### config.mk
export PLATFORM = sky130hd
export DESIGN_NAME = acc_win_multi
export DESIGN_NICKNAME = d
export VERILOG_FILES = /design/src/rtl/acc_win_multi.sv
export SDC_FILE = /design/constraint.sdc
export NUM_CORES = 1
export LEC_CHECK = 0
export BUFFER_PORTS_ARGS = -buffer_cell sky130_fd_sc_hd__buf_4
export CORE_MARGIN = 3
export CORE_UTILIZATION = 50
export DETAILED_ROUTE_END_ITERATION = 8
export GPL_ROUTABILITY_DRIVEN = 0
export PLACE_DENSITY_LB_ADDON = 0.25
export SETUP_SLACK_MARGIN = 0.5
export SYNTH_ARGS = -nofsm -noshare
export SYNTH_HDL_FRONTEND = slang
export SYNTH_SLANG_ARGS = --single-unit
### constraint.sdc
create_clock -name clk -period 6.62 [get_ports clk]
set_input_delay 0.662 -clock clk [delete_from_list [all_inputs] [get_ports clk]]
set_output_delay 0.662 -clock clk [all_outputs]
set_load 0.02 [all_outputs]
### src/rtl/acc_win_multi.sv
// acc_win_multi: per-channel windowed accumulator.
//   Samples arrive on a valid/ready stream tagged with a channel number.
//   Each channel sums WIN samples. When a window completes, the tagged
//   sum and its overflow flag are loaded into a one-deep output register,
//   which has its own valid/ready handshake.
// Ports:
//   clk, rst                        clock and synchronous active-high reset
//   in_val/in_rdy/in_ch/in_data     input sample stream
//   clr                             synchronous clear of all accumulators
//   out_val/out_rdy/out_ch/out_sum/out_ovf   window result stream
// Build option:
//   ACC_WIN_SAT_EN  when defined, the accumulator saturates at all-ones
//                   instead of wrapping.
module acc_win_multi #(
  parameter int unsigned DATA_W = 8,
  parameter int unsigned SUM_W  = 16,
  parameter int unsigned CH     = 4,
  parameter int unsigned CH_W   = 2,
  parameter int unsigned WIN    = 4
) (
  input  logic              clk,
  input  logic              rst,
  input  logic              in_val,
  output logic              in_rdy,
  input  logic [CH_W-1:0]   in_ch,
  input  logic [DATA_W-1:0] in_data,
  input  logic              clr,
  output logic              out_val,
  input  logic              out_rdy,
  output logic [CH_W-1:0]   out_ch,
  output logic [SUM_W-1:0]  out_sum,
  output logic              out_ovf
);

  localparam int unsigned CNT_W = (WIN > 1) ? $clog2(WIN) : 1;
  localparam logic [CNT_W-1:0] CNT_LAST = CNT_W'(WIN - 1);

  logic [SUM_W-1:0] acc_q [CH];
  logic [SUM_W-1:0] acc_d [CH];
  logic [CNT_W-1:0] cnt_q [CH];
  logic [CNT_W-1:0] cnt_d [CH];
  logic [CH-1:0]    ovf_q, ovf_d;

  logic             out_val_q, out_val_d;
  logic [CH_W-1:0]  out_ch_q, out_ch_d;
  logic [SUM_W-1:0] out_sum_q, out_sum_d;
  logic             out_ovf_q, out_ovf_d;

  logic             xfer;
  logic [SUM_W:0]   sum_ext;
  logic [SUM_W-1:0] sum_nxt;
  logic             ovf_nxt;

  assign in_rdy = !rst && !clr && (!out_val_q || out_rdy);
  assign xfer   = in_val && in_rdy;

  always_comb begin
    acc_d     = acc_q;
    cnt_d     = cnt_q;
    ovf_d     = ovf_q;
    out_val_d = out_val_q;
    out_ch_d  = out_ch_q;
    out_sum_d = out_sum_q;
    out_ovf_d = out_ovf_q;
    sum_ext   = '0;
    sum_nxt   = '0;
    ovf_nxt   = 1'b0;

    if (out_val_q && out_rdy) begin
      out_val_d = 1'b0;
    end

    // Tags outside 0..CH-1 match no channel, so they are accepted and dropped.
    for (int unsigned c = 0; c < CH; c++) begin
      if (xfer && (32'(in_ch) == c)) begin
        sum_ext = {1'b0, acc_q[c]} + (SUM_W + 1)'(in_data);
`ifdef ACC_WIN_SAT_EN
        sum_nxt = sum_ext[SUM_W] ? '1 : sum_ext[SUM_W-1:0];
`else
        sum_nxt = sum_ext[SUM_W-1:0];
`endif
        ovf_nxt = ovf_q[c] | sum_ext[SUM_W];
        if (cnt_q[c] == CNT_LAST) begin
          acc_d[c]  = '0;
          cnt_d[c]  = '0;
          ovf_d[c]  = 1'b0;
          // Loading here also covers a handshake on the same edge: no bubble.
          out_val_d = 1'b1;
          out_ch_d  = in_ch;
          out_sum_d = sum_nxt;
          out_ovf_d = ovf_nxt;
        end else begin
          acc_d[c] = sum_nxt;
          cnt_d[c] = cnt_q[c] + CNT_W'(1);
          ovf_d[c] = ovf_nxt;
        end
      end
    end

    // clr holds in_rdy low, so no transfer competes with it; output untouched.
    if (clr) begin
      for (int unsigned c = 0; c < CH; c++) begin
        acc_d[c] = '0;
        cnt_d[c] = '0;
      end
      ovf_d = '0;
    end
  end

  always_ff @(posedge clk) begin
    if (rst) begin
      acc_q     <= '{default: '0};
      cnt_q     <= '{default: '0};
      ovf_q     <= '0;
      out_val_q <= 1'b0;
      out_ch_q  <= '0;
      out_sum_q <= '0;
      out_ovf_q <= 1'b0;
    end else begin
      acc_q     <= acc_d;
      cnt_q     <= cnt_d;
      ovf_q     <= ovf_d;
      out_val_q <= out_val_d;
      out_ch_q  <= out_ch_d;
      out_sum_q <= out_sum_d;
      out_ovf_q <= out_ovf_d;
    end
  end

  assign out_val = out_val_q;
  assign out_ch  = out_ch_q;
  assign out_sum = out_sum_q;
  assign out_ovf = out_ovf_q;

endmodule

[Yosys cells after proc, flatten, opt, wreduce, memory -nomap -nowiden]
Index checks and enable logic that the tools add are counted.
Operators by class
  multiplexer cells: 45
  bitwise logic cells: 4
  reduce and logical (&&, ||, !) cells: 14
  equality and inequality tests: 7
  $add $sub $neg: 8
Operator list (count)
  16-bit 2-to-1 mux: 12
  16-bit by 8-bit adder with 17-bit output: 4
  2-bit 2-to-1 mux: 12
  1-bit 2-to-1 mux: 21
  2-bit equality test, second input constant: 6
  2-bit by 1-bit adder with 2-bit output, second input constant: 4
  1-bit logical AND: 8
  1-bit bitwise OR: 4
  1-bit logical NOT: 3
  2-bit by 1-bit equality test with 1-bit output, second input constant: 1
  2-bit logical NOT: 1
  2-bit OR reduction: 1
  1-bit logical OR: 1
Storage, ports and cells
  bits in registers: 96
  word-level logic and storage cells: 94
  output and inout port bits: 21
  bits of input ports: 15

[Longest topological paths before layout]
Gate-level depths: netlist of the first run.
  depth in word-level cells: 12
  mapped depth: 10
  mapped depth without buffers: 9

[Worst setup path before layout of the first run]
Ideal clock, no wire load.
  path kind: in2reg
  start point: in in_data[0]
  end point: reg out_sum_q[14] (netlist: out_sum[14])
  buffers on the path: 0
  path slack: 3.769 ns
  data required time: 6.481 ns
  stages: 8
  setup time: 0.139 ns
  data arrival time: 2.712 ns
  path through: ha_1 > fa_1 > a21o_1 > a221oi_1 > a211oi_1 > xor2_1 > a221oi_1 > a221oi_1
On the way
  longest elaborated chain between the ends: 9
  elaborated cells between the ends (all ways): 12
  those cells by class: add/sub (4); mux (8)
Ends and longest elaborated chain
  start, declared: line 26  | input logic [DATA_W-1:0] in_data,
  16-bit by 8-bit adder with 17-bit output: line 76  | sum_ext = {1'b0, acc_q[c]} + (SUM_W + 1)'(in_data);
  16-bit 2-to-1 mux: line 83  | if (cnt_q[c] == CNT_LAST) begin
  16-bit 2-to-1 mux: line 75  | if (xfer && (32'(in_ch) == c)) begin
  16-bit 2-to-1 mux: line 83
  16-bit 2-to-1 mux: line 75
  16-bit 2-to-1 mux: line 83
  16-bit 2-to-1 mux: line 75
  16-bit 2-to-1 mux: line 83
  16-bit 2-to-1 mux *: line 75
  end signal, assigned: line 125  | out_sum_q <= out_sum_d;
  end, declared: line 46  | logic [SUM_W-1:0] out_sum_q, out_sum_d;
Every way passes the cells marked *; elsewhere a longest branch is shown, timed or not.
A chain may end at the register's enable or synchronous reset.

[Worst setup path after layout of the first run]
  start point: in rst
  end point: reg out_sum_q[14] (netlist: out_sum[14])
On the way
  longest elaborated chain between the ends: 12
  elaborated cells between the ends (all ways): 15
  those cells by class: mux (7); reduce/logical (8)
Ends and longest elaborated chain
  start, declared: line 22  | input logic rst,
  1-bit logical NOT: line 54  | assign in_rdy = !rst && !clr && (!out_val_q || out_rdy);
  1-bit logical AND (2 in series): line 54
  1-bit logical AND: line 55  | assign xfer = in_val && in_rdy;
  1-bit logical AND: line 75
  16-bit 2-to-1 mux: line 75
  16-bit 2-to-1 mux: line 83
  16-bit 2-to-1 mux: line 75
  16-bit 2-to-1 mux: line 83
  16-bit 2-to-1 mux: line 75
  16-bit 2-to-1 mux: line 83
  16-bit 2-to-1 mux: line 75
Parallel ways exist; a longest one is shown, timed or not.

==> flow_metrics.py, run 1 <==
metrics = {
    "status": {
        "status": "finished clean",
    },
    "synthesis": {
        "syn_inst": 800,
        "synth-edff-count": 0,
        "synth_largest_area_cell": "dfxtp_1",
        "synthArstFlopShare": 0,
        "ys_ff_latch": 96,
        "ys_seq_area_frac": 0.302,
        "yosysUniqueCellTypes": 68,
        "synth_area_leaders": "dfxtp_1 (30%), a21oi_1 (7.4%), ha_1 (7.1%), nor2_1 (5.0%), o21ai_0 (3.9%)",
        "syn-num-nets": 855,
        "yosysWarnings": 0,
        "netlist_area_mm2": 0.00637,
        "yosys.area.top_type_share": 0.302,
        "ys.flop_type": "dfxtp_1",
        "avgSynthCellArea_um2": 7.96,
    },
    "cells_and_area": {
        "post-route-util": 0.570,
        "layout-drive-gt1-share": 0.0864,
        "diodes": 0,
        "syn_to_final_growth_pct": 9.21,
        "fin_nets": 860,
    },
    "timing": {
        "tightest_slew_ns": 1.06,
        "fin_hold_ws_ns": 0.472,
        "setup_viol": 0,
        "period_minus_slack_ns": 3.37,
        "fmax_ghz": 0.297,
        "setup-tns-final_ns": 0,
        "report.final.hold_viol_count": 0,
        "maxSlewViolCount": 0,
        "relSlewSlack": 0.290,
        "rsz0062_at_grt": "no",
        "finClkSkew_ns": 0.0106,
        "fin_crit_sh": 0.509,
    },
    "worst_setup_path": {
        "cpPeakStageDelay_ns": 0.77,
        "cp_data_arrival_time_ns": 3.64,
        "cp_cell_sequence": "buf_4 -> or2_2 -> buf_4 -> or4_4 -> nor2_2 -> a221oi_1 -> a221oi_1",
        "crit_type": "in -> reg",
        "reg2reg_depth": 8,
        "worst_ep_required_time_ns": 6.89,
        "critPathLaunchType": "primary input",
        "end_kind": "register",
        "r2r_end": "out_sum[14]",
        "path_max_fanout": 60,
        "rr_startpoint": "acc_q[32]",
        "r2r_slack_ns": 3.68,
        "crit_slowest_cell": "or4_4",
    },
    "hold_path": {
        "hold_depth": 2,
        "hold_start": "cnt_q[5]",
        "hold_end": "cnt_q[5]",
        "hp-class": "reg -> reg",
    },
    "die": {
        "initial_utilization": 0.522,
        "die_w_um": 119,
        "dieArea_mm2": 0.0141,
        "ios": 36,
        "fp.coreArea_mm2": 0.0122,
        "die_height_um": 119,
        "placementRows": 40,
    },
    "clock_tree": {
        "clk_latency_ns": 0.36,
        "cts.sinks": 96,
        "hold_buffers": 0,
        "cts_max_level": 3,
        "cts-root-buf": "clkbuf_16",
        "path_clk_slew_ns": 0.07,
        "cts_max_path_buffers": 2,
        "cts_tree": "yes",
        "postCtsSetupBuffers": 0,
        "cts_made_buffers": 9,
        "cts_resized": 0,
    },
    "global_routing": {
        "grt_antenna_before_repair": 0,
        "groute.usage.overall": 0.269,
        "gr-total-overflow": 0,
        "grt_pass1_wl_um": 30300,
        "grt_max_degree": 61,
        "grt_pass1_vias": 5666,
    },
    "detailed_routing": {
        "vias": 6297,
        "first_pass_iters": 5,
        "drt-wirelength-per-cell_um": 19.8,
        "wl_um": 19400,
        "initialDrtViolationCount": 774,
        "drc": 0,
        "viasPerCell": 6.44,
        "ant_nets": 0,
    },
    "placement": {
        "hpwl_um": 14300,
        "port_buffers": 35,
    },
    "power_and_ir_drop": {
        "leakage_nw": 2.54,
        "power_density_mw_per_mm2": 167,
        "irDropWorstVdd_mv": 0.180,
    },
    "job": {
        "drv_cap": 0,
    },
}
==> metrics by stage <==
stage               setup slack, ns  cell area, µm²  std cells  total power, mW
floorplan                      3.77            6370        800            0.650
global placement               2.99            6690        962            0.679
detailed placement             2.94            6690        962            0.682
CTS                            3.30            6960        978             1.17
global route                   3.10            6960        978             1.20
finish                         3.25            6960        978             1.16
==> cell families after synthesis <==
logic type | synth area share
simple gates | 0.229
compound gates | 0.268
flops | 0.302
buf+inv | 0.0371
xor+xnor | 0.0619
fa+ha+maj | 0.0833
mux | 0.0191
==> worst max-delay path: cells and delay by family <==
kind | cells | cell delay, ns
buf+inv | 2 | 0.62
compound gates | 2 | 0.47
simple gates | 3 | 1.86
==> synth_stat cells (6+ instances only) <==
cell and count:
o21a_1 6, and3_1 12, a21o_1 18, o211ai_1 8
nand2b_1 9, xor2_1 17, a22oi_1 19, and4_1 6
nand3_1 20, nor2_1 85, clkbuf_1 33, mux2i_1 11
nor3b_1 8, a21boi_0 6, a31oi_1 10, inv_1 13
and2_1 9, a221oi_1 6, nor4_1 6, ha_1 36
buf_2 9, xnor2_1 28, nand3b_1 16, dfxtp_1 96
nand2_1 49, nor3_1 22, o21ai_0 50, nand4_1 9
a21oi_1 94, or3_1 12, a211oi_1 11
==> placed cells by master, fill, tap and decap left out, types with 6 or more instances in the layout <==
cell type  count
dfxtp_1       96
a21oi_1       94
nor2_1        85
o21ai_0       50
nand2_1       49
buf_4         38
ha_1          36
xnor2_1       28
nor3_1        22
nand3_1       20
a22oi_1       19
a21o_1        18
xor2_1        17
nand3b_1      16
inv_1         13
or3_1         12
and3_1        12
a211oi_1      11
mux2i_1       11
a31oi_1       10
nand2b_1       9
and2_1         9
nand4_1        9
clkbuf_16      9
nor3b_1        8
o211ai_1       8
a221oi_1       6
o21a_1         6
a21boi_0       6
and4_1         6
==> flip-flops by register name, summed over array words and instances, names as in the netlist <==
register  count
acc_q        64
out_sum      16
cnt_q         8
ovf_q         4
out_ch        2
out_ovf       1
out_val       1
==> where the power goes <==
part	internal (mW)	switching (mW)	leakage, nW
Combinational	0.0300	0.0606	1.63
Sequential	0.579	0.00126	0.773
Clock	0.263	0.227	0.136
==> routing by layer <==
| metal | share of wire | GRT usage | vias to the layer above |
|---|---|---|---|
| met2 | 0.45 | 0.422 | 284 |
| met5 | 0 | 0 | - |
| li1 | - | - | 2975 |
| met3 | 0.084 | 0.0560 | 39 |
| met4 | 0.025 | 0.0804 | 0 |
| met1 | 0.44 | 0.375 | 2999 |
==> worst max-delay path by stage <==
stage,start,end,slack (ns)
floorplan,in_data[0],out_sum[14],3.77
global placement,rst,out_sum[14],2.99
detailed placement,rst,out_sum[14],2.94
CTS,rst,out_sum[14],3.30
global route,rst,out_sum[14],3.10
finish,rst,out_sum[14],3.25
==> cell type report <==
type | count | area (µm²)
clock inverter | 4 | 20.0
sequential | 96 | 1920
fill | 1164 | 5260
timing repair buffer | 38 | 285
inverter | 13 | 48.8
clock buffer | 12 | 246
tap | 168 | 210
multi-input combinational | 647 | 4220
(Power assumes the default switching activity.)
==> inputs of run 2 (changes only) <==
--- a/config.mk
+++ b/config.mk
@@ -5,6 +5,7 @@
 export SDC_FILE = /design/constraint.sdc
 export NUM_CORES = 1
 export LEC_CHECK = 0
+export ABC_AREA = 1
 export BUFFER_PORTS_ARGS = -buffer_cell sky130_fd_sc_hd__buf_4
 export CORE_MARGIN = 3
 export CORE_UTILIZATION = 50
==> constraint.sdc (replaced) <==
create_clock -name clk -period 3.1 [get_ports clk]
set_input_delay 0.31 -clock clk [delete_from_list [all_inputs] [get_ports clk]]
set_output_delay 0.31 -clock clk [all_outputs]
set_load 0.02 [all_outputs]
==> flow_metrics.py, run 2 <==
metrics = {
    "status": {
        "status": "finished clean",
    },
    "power_and_ir_drop": {
        "power_mw": 2.58,
        "irDropWorstVdd_mv": 0.281,
        "power_density_mw_per_mm2": 365,
        "leakage_nw": 3.18,
    },
    "worst_setup_path": {
        "cp_top_family": "simple AND/OR/NAND/NOR gates",
        "cpPeakStageDelay_ns": 0.51,
        "crit_slowest_cell": "inv_1",
        "path_max_fanout": 15,
        "end_kind": "register",
        "worst_ep_required_time_ns": 3.33,
        "cp_num_buf_inv": 1,
        "critPathLaunchType": "register",
        "cp_cell_sequence": "nand2_1 -> nand3_4 -> nor3_4 -> nand2_1 -> inv_1 -> nand3_1 -> nand3_1 -> a21oi_1",
        "cp_data_arrival_time_ns": 2.51,
        "crit_type": "reg -> reg",
    },
    "timing": {
        "fmax_ghz": 0.440,
        "fin_crit_sh": 0.733,
        "setup-tns-final_ns": 0,
        "tightest_slew_ns": 0.810,
        "layout_setup_ws_ns": 0.828,
        "maxSlewViolCount": 0,
        "setup_viol": 0,
        "rsz0062_at_grt": "no",
        "period_minus_slack_ns": 2.27,
        "finClkSkew_ns": 0.00531,
        "report.final.hold_viol_count": 0,
        "relSlewSlack": 0.459,
    },
    "synthesis": {
        "ys.flop_type": "dfxtp_1",
        "synth_top_family_by_area": "simple AND/OR/NAND/NOR gates",
        "yosysWarnings": 0,
        "ys_ff_latch": 96,
        "yosysUniqueCellTypes": 43,
        "synthArstFlopShare": 0,
        "avgSynthCellArea_um2": 6.56,
        "syn-num-nets": 1033,
        "synth.most_common_cell": "nand2_1",
        "synthXorXnorAreaFrac": 0.0410,
        "synth-compound-area-share": 0.147,
        "syn_inst": 978,
        "synth_fa_ha_area_frac": 0.0827,
        "synth_area_leaders": "dfxtp_1 (30%), nand2_1 (18%), a21oi_1 (8.3%), ha_1 (7.0%), nand3_1 (6.5%)",
        "synthSimpleGateAreaFrac": 0.346,
        "ys_seq_area_frac": 0.300,
        "yosys.area.top_type_share": 0.300,
        "synth-edff-count": 0,
        "netlist_area_mm2": 0.00641,
        "synth_largest_area_cell": "dfxtp_1",
        "muxShareOfSynthArea": 0,
        "synth_common_cells": "nand2_1 (311), a21oi_1 (106), inv_1 (97)",
    },
    "global_routing": {
        "grt_antenna_before_repair": 0,
        "grt_max_degree": 43,
        "grt_pass1_vias": 5777,
        "gr-total-overflow": 0,
        "grt_pass1_wl_um": 29900,
        "groute.usage.overall": 0.264,
    },
    "clock_tree": {
        "path_clk_slew_ns": 0.07,
        "cts_tree": "yes",
        "cts-root-buf": "clkbuf_16",
        "cts_resized": 0,
        "cts_made_buffers": 9,
        "cts.sinks": 96,
        "cts_max_level": 3,
        "hold_buffers": 0,
        "cts_max_path_buffers": 2,
        "postCtsSetupBuffers": 0,
        "clk_latency_ns": 0.35,
    },
    "cells_and_area": {
        "largest_reg_flops": 64,
        "fin_nets": 1054,
        "layout-drive-gt1-share": 0.0767,
        "final_common_cell": "nand2_1",
        "diodes": 0,
        "n_fill_cell": 1216,
        "final_cell_mix": "nand2_1 (311), a21oi_1 (106), inv_1 (97), dfxtp_1 (96), nand3_1 (83)",
        "syn_to_final_growth_pct": 10.2,
        "largest-register": "acc_q",
    },
    "hold_path": {
        "hp-class": "in -> reg",
    },
    "placement": {
        "post-place-ws_ns": 0.696,
        "hpwl_um": 14300,
        "port_buffers": 35,
    },
    "die": {
        "ios": 36,
        "placementRows": 40,
        "die_w_um": 119,
        "initial_utilization": 0.523,
        "fp.coreArea_mm2": 0.0123,
        "dieArea_mm2": 0.0142,
        "die_height_um": 119,
    },
    "detailed_routing": {
        "vias": 6540,
        "viasPerCell": 5.58,
        "first_pass_iters": 5,
        "initialDrtViolationCount": 788,
        "drc": 0,
        "ant_nets": 0,
        "wl_um": 18900,
        "drt-wirelength-per-cell_um": 16.1,
    },
    "job": {
        "drv_cap": 0,
    },
}
[run 2: cell count changes in the layout (fill, tap and decap cells not counted), moves of 11 or more]
| cell | change |
|---|---|
| a21o_1 | -15 |
| a21oi_1 | +12 |
| a22oi_1 | -14 |
| and3_1 | -12 |
| inv_1 | +84 |
| mux2i_1 | -11 |
| nand2_1 | +262 |
| nand3_1 | +63 |
| nand3b_1 | -13 |
| nor2_1 | -18 |
| o21ai_0 | -29 |
| or3_1 | -12 |
| xnor2_1 | -19 |
[run 2: kinds of logic after synthesis]
family / Yosys count
compound gates: 168
flops: 96
fa+ha+maj: 40
simple gates: 512
buf+inv: 132
xor+xnor: 30
[run 2: path summary, 6_finish.rpt]
check             startpoint         end  slack (ns)  depth (start not counted)
hold / removal           rst     out_val        0.24                          2
hold reg to reg     cnt_q[6]    cnt_q[6]        0.47                          1
setup / recovery     out_val  out_sum[5]        0.83                          8
setup reg to reg     out_val  out_sum[5]        0.83                          8
[run 2: metal layers]
metal  up-vias  global-route usage  share of wire
li1       3260                   -              -
met1      2959               0.361           0.44
met2       277               0.408           0.44
met3        44              0.0689          0.091
met4         0              0.0847          0.030
met5         -                   0              0
[run 2: layout make-up]
cell class                      count  area [µm²]  share of cell area
Tap cell                          168         210              0.0297
Sequential cell                    96        1920               0.272
Multi-Input combinational cell    750        3950               0.559
Timing Repair Buffer               39         293              0.0414
Clock inverter                      3        40.0             0.00567
Inverter                          103         388              0.0549
Clock buffer                       13         260              0.0368
[run 2: power breakdown]
part           internal [mW]  leakage (nW)  switching, mW
logic                 0.0556          2.26          0.131
registers               1.24         0.773        0.00182
clock network          0.668         0.150          0.485
total                   1.96          3.18          0.618
[run 2: metrics by stage]
stage	cell area, µm²	cells	hold slack (ns)	utilization
2_1_floorplan	6410	978	0.443	-
3_3_place_gp	6770	1156	0.457	0.552
3_5_place_dp	6770	1156	0.461	0.552
4_1_cts	7070	1172	0.227	0.576
5_1_grt	7070	1172	0.243	0.576
6_report	7070	1172	0.236	0.576
==> inputs of run 3 (changes only) <==
==> constraint.sdc (replaced) <==
create_clock -name clk -period 2 [get_ports clk]
set_input_delay 0.2 -clock clk [delete_from_list [all_inputs] [get_ports clk]]
set_output_delay 0.2 -clock clk [all_outputs]
set_load 0.02 [all_outputs]
==> flow_metrics.py, run 3 (same netlist as run 2, synthesis figures left out) <==
metrics = {
    "clock_tree": {
        "clk_latency_ns": 0.37,
        "cts_tree": "yes",
        "cts_max_path_buffers": 2,
        "cts-root-buf": "clkbuf_16",
        "path_clk_slew_ns": 0.07,
        "cts.sinks": 96,
        "cts_made_buffers": 9,
        "cts_max_level": 3,
    },
    "detailed_routing": {
        "ant_nets": 0,
        "wl_um": 31300,
        "viasPerCell": 6.61,
        "vias": 8471,
        "drt-wirelength-per-cell_um": 24.4,
        "initialDrtViolationCount": 1328,
        "first_pass_iters": 8,
        "drc": 0,
    },
    "worst_setup_path": {
        "r2r_slack_ns": -0.08,
        "cp_num_buf_inv": 1,
        "critPathLaunchType": "register",
        "crit_type": "reg -> reg",
        "cp_top_family": "compound AO/OA/AOI/OAI gates",
        "r2r_end": "out_sum[4]",
        "rr_startpoint": "acc_q[51]",
        "cp_cell_sequence": "ha_4 -> a21oi_1 -> nand2_4 -> buf_4 -> xor2_2 -> nand2_1 -> nand3_1 -> o211ai_1 -> a21oi_1",
        "cp.depth": 9,
        "worst_ep_required_time_ns": 2.30,
        "path_max_fanout": 4,
        "cp_data_arrival_time_ns": 2.38,
        "crit_start": "acc_q[51]",
        "crit_top_cell": "a21oi_1",
        "crit_end": "out_sum[4]",
        "crit_slowest_cell": "dfxtp_1",
        "cpPeakStageDelay_ns": 0.40,
        "end_kind": "register",
        "reg2reg_depth": 9,
    },
    "cells_and_area": {
        "syn_to_final_growth_pct": 61.6,
        "fin_nets": 1164,
        "finalInstanceArea_mm2": 0.0104,
        "n_fill_cell": 556,
        "diodes": 0,
        "seqCellArea_mm2": 0.00196,
        "layout-drive-gt1-share": 0.466,
        "largest_reg_flops": 64,
        "final_common_cell": "nand2_1",
        "multi_input_area_mm2": 0.00581,
        "final_cell_mix": "nand2_1 (221), buf_4 (95), inv_1 (77), dfxtp_1 (68), nor2_1 (52)",
        "largest-register": "acc_q",
        "fin_cells": 1282,
    },
    "global_routing": {
        "gr-total-overflow": 0,
        "grt_pass1_wl_um": 36800,
        "groute.usage.overall": 0.325,
        "grt_max_degree": 40,
        "grt_antenna_before_repair": 0,
        "grt_pass1_vias": 7134,
    },
    "placement": {
        "dpl_cell_area_mm2": 0.00728,
        "hpwl_um": 14400,
        "port_buffers": 35,
        "dpl.cell_count": 1175,
    },
    "timing": {
        "fmax_ghz": 0.480,
        "setup_viol": 6,
        "fin_hold_ws_ns": 0.124,
        "rsz0062_at_grt": "yes",
        "fin_crit_sh": 1.04,
        "finClkSkew_ns": 0.00933,
        "period_minus_slack_ns": 2.08,
        "tightest_slew_ns": 0.618,
        "maxSlewViolCount": 0,
        "report.final.hold_viol_count": 0,
        "layout_setup_ws_ns": -0.0815,
        "relSlewSlack": 0.587,
    },
    "hold_path": {
        "hp-class": "in -> reg",
        "hold_start": "rst",
    },
    "power_and_ir_drop": {
        "power_density_mw_per_mm2": 430,
        "irDropWorstVdd_mv": 0.937,
        "leakage_nw": 4.43,
    },
    "die": {
        "fp.coreArea_mm2": 0.0123,
        "ios": 36,
        "dieArea_mm2": 0.0142,
        "die_w_um": 119,
        "placementRows": 40,
        "die_height_um": 119,
        "initial_utilization": 0.523,
    },
    "job": {
        "drv_cap": 0,
    },
    "status": {
        "status": "finished with violations",
        "violations": "negative setup slack",
    },
}
run 3: worst min-delay path by stage:
stage,endpoint,slack (ns),depth (start not counted)
2_1_floorplan,out_val,0.38,2
5_1_grt,out_ch[0],0.14,2
3_3_place_gp,acc_q[38],0.46,2
3_5_place_dp,acc_q[22],0.46,2
4_1_cts,out_ch[1],0.12,2
6_report,out_ch[0],0.12,2
run 3: stage by stage:
step,power [mW],util,worst slack [ns],TNS [ns]
2_1_floorplan,2.16,-,0.187,0
3_3_place_gp,2.28,0.594,0.0702,0
3_5_place_dp,2.28,0.594,0.0446,0
4_1_cts,4.27,0.743,0.186,0
5_1_grt,4.52,0.845,-0.149,-0.590
6_report,4.46,0.845,-0.0815,-0.265
run 3: timing repair:
action	CTS	global route
buffers inserted	47	33
resized for setup	208	231
pin swaps	86	95
hold buffers	0	0
setup endpoints to repair	92	97
gates cloned	8	3
run 3: per-layer routing:
layer	track usage	wire length [µm]	vias up
met5	0	0	-
met4	0.161	2810	0
met3	0.0935	4290	296
met2	0.502	13500	796
met1	0.414	10700	3907
li1	-	-	3472
run 3: power breakdown:
| part | leakage [nW] | total (mW) | switching [mW] | internal (mW) |
|---|---|---|---|---|
| clock | 0.158 | 1.98 | 0.851 | 1.13 |
| combinational | 3.48 | 0.565 | 0.346 | 0.220 |
| sequential | 0.788 | 1.92 | 0.00506 | 1.91 |
run 3: final cells by class:
type	instances	share of cell area
sequential	96	0.190
timing repair buffer	148	0.155
multi-input combinational	750	0.561
clock inverter	6	0.00797
timing repair inverter	1	0.000845
clock buffer	10	0.0231
tap	168	0.0203
inverter	103	0.0424
run 3: worst register-to-register path: cells and delay by family (launching register included):
| kind | cells | cell delay, ns |
|---|---|---|
| compound gates | 3 | 0.57 |
| flops | 1 | 0.40 |
| fa+ha+maj | 1 | 0.25 |
| simple gates | 3 | 0.43 |
| buf+inv | 1 | 0.20 |
| xor+xnor | 1 | 0.15 |
